`src/rtl/mc_datapath.sv`:
```
// Multicycle MIPS datapath: PC, IR, MDR, A, B, ALUOut, register file and ALU.
// Sequenced cycle-by-cycle by the control FSM through the i_* strobes.
module mc_datapath #(
  parameter logic [31:0] RESET_PC = 32'h0000_0000,
  parameter int unsigned RF_DEPTH = 32
) (
  input  logic        i_clk,
  input  logic        i_reset_n,
  input  logic        i_iord,
  input  logic        i_memwrite,
  input  logic        i_irwrite,
  input  logic        i_pcwrite,
  input  logic        i_branch,
  input  logic [1:0]  i_pcsrc,
  input  logic        i_regdst,
  input  logic        i_memtoreg,
  input  logic [1:0]  i_aluop,
  input  logic        i_alusrca,
  input  logic [1:0]  i_alusrcb,
  input  logic        i_regwrite,
  input  logic [31:0] i_mem_rdata,
  output logic [31:0] o_mem_addr,
  output logic [31:0] o_mem_wdata,
  output logic        o_mem_we,
  output logic [5:0]  o_opcode,
  output logic        o_zero,
  output logic [31:0] o_pc
);

  localparam int unsigned XLEN = 32;
  localparam int unsigned RIDX = 5;

  typedef enum logic [2:0] {
    ALU_ADD,
    ALU_SUB,
    ALU_AND,
    ALU_OR,
    ALU_SLT
  } alu_op_e;

  logic [XLEN-1:0] pc_q;
  logic [XLEN-1:0] ir_q;
  logic [XLEN-1:0] mdr_q;
  logic [XLEN-1:0] a_q;
  logic [XLEN-1:0] b_q;
  logic [XLEN-1:0] aluout_q;
  logic [XLEN-1:0] rf [RF_DEPTH];

  logic [RIDX-1:0] rs;
  logic [RIDX-1:0] rt;
  logic [RIDX-1:0] rd;
  logic [5:0]      funct;
  logic [XLEN-1:0] imm;

  logic [XLEN-1:0] rd_a;
  logic [XLEN-1:0] rd_b;
  logic [RIDX-1:0] wr_addr;
  logic [XLEN-1:0] wr_data;

  logic [XLEN-1:0] src_a;
  logic [XLEN-1:0] src_b;
  alu_op_e         alu_op;
  logic [XLEN-1:0] alu_result;

  logic            pc_en;
  logic [XLEN-1:0] pc_next;

  // Instruction field extraction
  assign rs    = ir_q[25:21];
  assign rt    = ir_q[20:16];
  assign rd    = ir_q[15:11];
  assign funct = ir_q[5:0];
  assign imm   = {{16{ir_q[15]}}, ir_q[15:0]};

  // Register file read ports; r0 is hardwired to zero
  assign rd_a = (rs == '0) ? '0 : rf[rs];
  assign rd_b = (rt == '0) ? '0 : rf[rt];

  assign wr_addr = i_regdst ? rd : rt;
  assign wr_data = i_memtoreg ? mdr_q : aluout_q;

  // ALU operand selection
  always_comb begin
    src_a = i_alusrca ? a_q : pc_q;
    src_b = b_q;
    case (i_alusrcb)
      2'b00:   src_b = b_q;
      2'b01:   src_b = XLEN'(4);
      2'b10:   src_b = imm;
      default: src_b = {imm[XLEN-3:0], 2'b00};
    endcase
  end

  // ALU control decode from operation class and funct
  always_comb begin
    alu_op = ALU_ADD;
    case (i_aluop)
      2'b01: alu_op = ALU_SUB;
      2'b10: begin
        case (funct)
          6'b100010: alu_op = ALU_SUB;
          6'b100100: alu_op = ALU_AND;
          6'b100101: alu_op = ALU_OR;
          6'b101010: alu_op = ALU_SLT;
          default:   alu_op = ALU_ADD;
        endcase
      end
      default: alu_op = ALU_ADD;
    endcase
  end

  // ALU; arithmetic wraps modulo 2^32 with no overflow trap
  always_comb begin
    alu_result = src_a + src_b;
    case (alu_op)
      ALU_SUB: alu_result = src_a - src_b;
      ALU_AND: alu_result = src_a & src_b;
      ALU_OR:  alu_result = src_a | src_b;
      ALU_SLT: alu_result = {{(XLEN-1){1'b0}}, ($signed(src_a) < $signed(src_b))};
      default: alu_result = src_a + src_b;
    endcase
  end

  assign o_zero = (alu_result == '0);

  // Next-PC selection; a branch shares the load path with an unconditional write
  always_comb begin
    pc_en   = i_pcwrite | (i_branch & o_zero);
    pc_next = pc_q;
    if (pc_en) begin
      case (i_pcsrc)
        2'b00:   pc_next = alu_result;
        2'b01:   pc_next = aluout_q;
        2'b10:   pc_next = {pc_q[31:28], ir_q[25:0], 2'b00};
        default: pc_next = pc_q;
      endcase
    end
  end

  // Architectural datapath registers
  always_ff @(posedge i_clk or negedge i_reset_n) begin
    if (!i_reset_n) begin
      pc_q     <= RESET_PC;
      ir_q     <= '0;
      mdr_q    <= '0;
      a_q      <= '0;
      b_q      <= '0;
      aluout_q <= '0;
    end else begin
      pc_q     <= pc_next;
      mdr_q    <= i_mem_rdata;
      a_q      <= rd_a;
      b_q      <= rd_b;
      aluout_q <= alu_result;
      if (i_irwrite) begin
        ir_q <= i_mem_rdata;
      end
    end
  end

  // Register file write port; A/B see the pre-write value on a same-edge hit
  always_ff @(posedge i_clk or negedge i_reset_n) begin
    if (!i_reset_n) begin
      for (int unsigned i = 0; i < RF_DEPTH; i++) begin
        rf[i] <= '0;
      end
    end else if (i_regwrite && (wr_addr != '0)) begin
      rf[wr_addr] <= wr_data;
    end
  end

  assign o_mem_addr  = i_iord ? aluout_q : pc_q;
  assign o_mem_wdata = b_q;
  assign o_mem_we    = i_memwrite;
  assign o_opcode    = ir_q[31:26];
  assign o_pc        = pc_q;

endmodule

```
`config.mk`:
```
export PLATFORM = sky130hd
export DESIGN_NAME = mc_datapath
export DESIGN_NICKNAME = d
export VERILOG_FILES = /design/src/rtl/mc_datapath.sv
export SDC_FILE = /design/constraint.sdc
export NUM_CORES = 2
export LEC_CHECK = 0
export ABC_AREA = 0
export BUFFER_PORTS_ARGS = -buffer_cell sky130_fd_sc_hd__buf_2
export CAP_MARGIN = 20
export CORE_UTILIZATION = 50
export CTS_CLUSTER_SIZE = 14
export DETAILED_ROUTE_END_ITERATION = 7
export GPL_TIMING_DRIVEN = 1
export PLACE_DENSITY = 0.71
export SYNTH_ARGS = -nofsm -noshare
export SYNTH_HDL_FRONTEND = slang
export SYNTH_SLANG_ARGS = --single-unit
export TNS_END_PERCENT = 20
```
`constraint.sdc`:
```
create_clock -name i_clk -period 5.9 [get_ports i_clk]
set_input_delay 0.885 -clock i_clk [delete_from_list [all_inputs] [get_ports i_clk]]
set_output_delay 0.885 -clock i_clk [all_outputs]
set_load 0.02 [all_outputs]
```
==> impl_results.md <==
- Outcome: finished, violations left
- Failing checks: setup timing
- CTS root buffer: clkbuf_16
- Area grow syn2layout: 14.4%
- CP endpoint kind: output pin
- RSZ-0062 raised after global routing: true
- HPWL Detailed: between 100 and 150 mm
- Final Routed Wirelength: 220 mm
- Final core occ: 57.7%
- FF+latch count, synth: between 1,000 and 1,500
- Worst setup margin: -0.106 ns
- Die area: between 100,000 and 150,000 um^2
- Reg clk slew, reported paths: ~0.060 ns
- Final min period: 6.01 ns
- Number of global-route vias before repair: 51,461
- GRT busiest layer: met2
- Internal power: 24.5 mW
- Worst skew pair latency: slightly below 0.8 ns
- Synthesis warning total: 0
- Pre-antenna DRT Iters: 6
- Post-synth top area cell: dfrtp_1
- Number of cell rows: between 100 and 150
- Fin. Hold Viols: 0
- Worst endpoint data arrival time: 5.12 ns
- Fillers: 10,549
- Final std cells w/o fill: around 8,000
- Post-Syn Instances: between 6,000 and 7,000
- Worst-Margin Slew: ~1.2 ns
- Distinct cells, synth: 82
- Via density: 6.50
- Final worst path period share: 102%
- # H-tree levels: 3
- Die Y: 363 um
- Top cell type's share of synthesized area: between 40% and 50%
- Worst slew margin: 17.7%
- Async S/R FF share, synth: 100%
- Maximum number of pins on one net before global-route repair: ~150
- Sequential Area: ~30,000 um^2
- Final setup fails: 1
- Max VDD drop: a little under 0.3 mV
- Predominant post-synthesis flop cell: dfrtp_1
- GPL Wtd Cong: 0.978
- Critical path class: flip-flop to output pin
- Clock Skew: approximately 0.064 ns
- Leakage power: approximately 32 nW
- Pre-CTS setup slack: -0.453 ns
- R2R setup slack: 0.57 ns
- Count leader, synth: dfrtp_1
- Ranking of synthesized cells by area: dfrtp_1 47%, mux4_2 19%, a21oi_1 7.1%
- Initial antenna violation count: 5
- Syn Area/Cell: ~11 um^2
- Clk sink count: 1,216
- Wire length per cell: around 28 um
- Slew Viols, Final: 0
- Port bufs: 150
- Sw frac: a little under two fifths
- Die X-Extent: 363 um
- Placed Instances: around 7,700
- Share of total power in combinational logic: between 40% and 50%
- Max Root-Sink Buffers: 3
- GRT Overall Usage: between 30 and 40%
- Crit path max fanout: 3
- Sequential Power Share: between 30% and 40%
- Synthesized area: approximately 65,000 um^2
- Iter 0 DRT Violations: roughly 6,500
- Post-synth EDFFs: 0
- Multi-input logic area: roughly 33,000 um^2
- Syn nets: 6,170
- Initial Util: roughly 50%
- DRC errors left: 0
- CTS tree: yes
- Critical Path Source Type: flip-flop
- Pwr per Cell Area: 525 nW/um^2
- Core box area: approximately 130,000 um^2
- Post-synthesis sequential area ratio: 46.6%
- Net count, final: between 6,000 and 7,000
- Fmax: between 150 and 200 MHz
- Post-synth top cells: 1,216 x dfrtp_1, 1,039 x nor2_1, 922 x a21oi_1
- Num ports: about 150
- Global routing usage on met3: 8.67%
- Hold crit path type: input pin to async pin
- Psw: roughly 15 mW
- Critical Path RT: 5.02 ns
- Clk pwr share: 20.7%
- CTS buffer count: 120
- Global Route met2 Usage: 50.7%
- Met1 Use GR: a little under half
- Total number of vias: around 52,000
- MaxCap Viol Count: 0
- Total congestion overflow: 0
- ANT nets after route: 0
- Share of cells above drive strength 1: 26.5%
- First-pass GRT wire length: between 300 and 400 mm
-- final cells by class --
type	instances	area share (%)
Multi-Input combinational cell	4081	44.1
Inverter	114	0.578
Tap cell	1742	2.92
Timing Repair Buffer	590	5.99
Clock inverter	48	0.789
Clock buffer	176	4.80
Antenna cell	3	0.0101
Sequential cell	1216	40.8
-- worst max-delay path, stage by stage (launching register included) --
cell	delay (ns)
dfrtp_1	0.44
mux2_4	0.32
inv_4	0.07
ha_4	0.13
inv_2	0.04
fa_2	0.33
nor2b_4	0.15
o311ai_4	0.27
buf_4	0.17
a31oi_4	0.12
a311o_1	0.35
or2_4	0.28
a221oi_2	0.27
o22ai_1	0.13
or4b_1	0.49
or4_4	0.52
nor2_4	0.14
buf_6	0.13
-- path summary, 6_finish.rpt --
| kind | cells after the start | endpoint | from |
|---|---|---|---|
| setup / recovery | 17 | o_zero | a_q[0]$_DFF_PN0_ |
| hold / removal | 1 | mdr_q[29]$_DFF_PN0_ | i_reset_n |
| setup reg to reg | 18 | o_pc[16]$_DFFE_PN0P_ | ir_q[2]$_DFFE_PN0P_ |
| max in group asynchronous | 2 | rf[647]$_DFFE_PN0P_ | i_reset_n |
| min in group i_clk | 1 | mdr_q[1]$_DFF_PN0_ | i_mem_rdata[1] |
| hold reg to reg | 0 | rf[1012]$_DFFE_PN0P_ | rf[1012]$_DFFE_PN0P_ |
-- registers in the layout, summed over array words and instances, names as in the netlist --
register	count
rf	1024
aluout_q	32
o_pc	32
a_q	32
o_mem_wdata	32
ir_q	32
mdr_q	32
-- metrics by stage --
stage | hold WS [ns] | area (um^2) | setup TNS (ns) | total power [mW]
finish | 0.0783 | 74700 | -0.106 | 39.2
global route | 0.180 | 74700 | -0.176 | 41.2
CTS | 0.144 | 74400 | -0.120 | 38.7
detailed placement | 0.384 | 69700 | -13.38 | 30.3
global placement | 0.376 | 69700 | -14.17 | 29.6
floorplan | 0.441 | 65300 | 0 | 24.3
-- per-layer routing --
layer,vias to the layer above,wire length (um)
met1,26165,83800
li1,21964,-
met2,3071,99700
met5,-,25
met4,4,10500
met3,606,25700
-- layout by cell type, fill, tap and decap left out, types with 50 or more instances in the layout --
cell type  Yosys  layout
dfrtp_1     1216    1198
nor2_1      1039    1015
a21oi_1      922     917
mux4_2       544     544
buf_4          8     407
nand2_1      322     321
o21ai_0      315     308
mux2i_1      199     167
buf_2         26     144
mux2_2       124     122
clkbuf_16      0     122
inv_1        114     109
ha_1         102      86
nor3_1        57      50
-- power by group through the flow --
stage | clock, mW | sequential [mW] | combinational [mW]
after floorplan | 0 | 14.1 | 10.3
after global placement | 0 | 14.7 | 14.9
after detailed placement | 0 | 15.0 | 15.3
after CTS | 8.16 | 14.9 | 15.6
after global routing | 8.50 | 15.4 | 17.3
final | 8.10 | 15.0 | 16.0
-- repair_timing --
item | CTS | global route
pin swaps | 35 | 30
buffers inserted | 14 | 9
cloned | 0 | 0
setup endpoints to repair | 1 | 1
hold buffers | 0 | 0
gates resized for setup | 78 | 53
-- kinds of logic after synthesis --
group	count (synthesis)	share of synthesized area (%)
simple gates	1543	9.51
xor+xnor	9	0.121
fa+ha+maj	104	2.02
mux	872	24.0
buf+inv	720	4.27
flops	1216	46.6
compound gates	1553	13.4
Power figures use the tool's default switching activity.
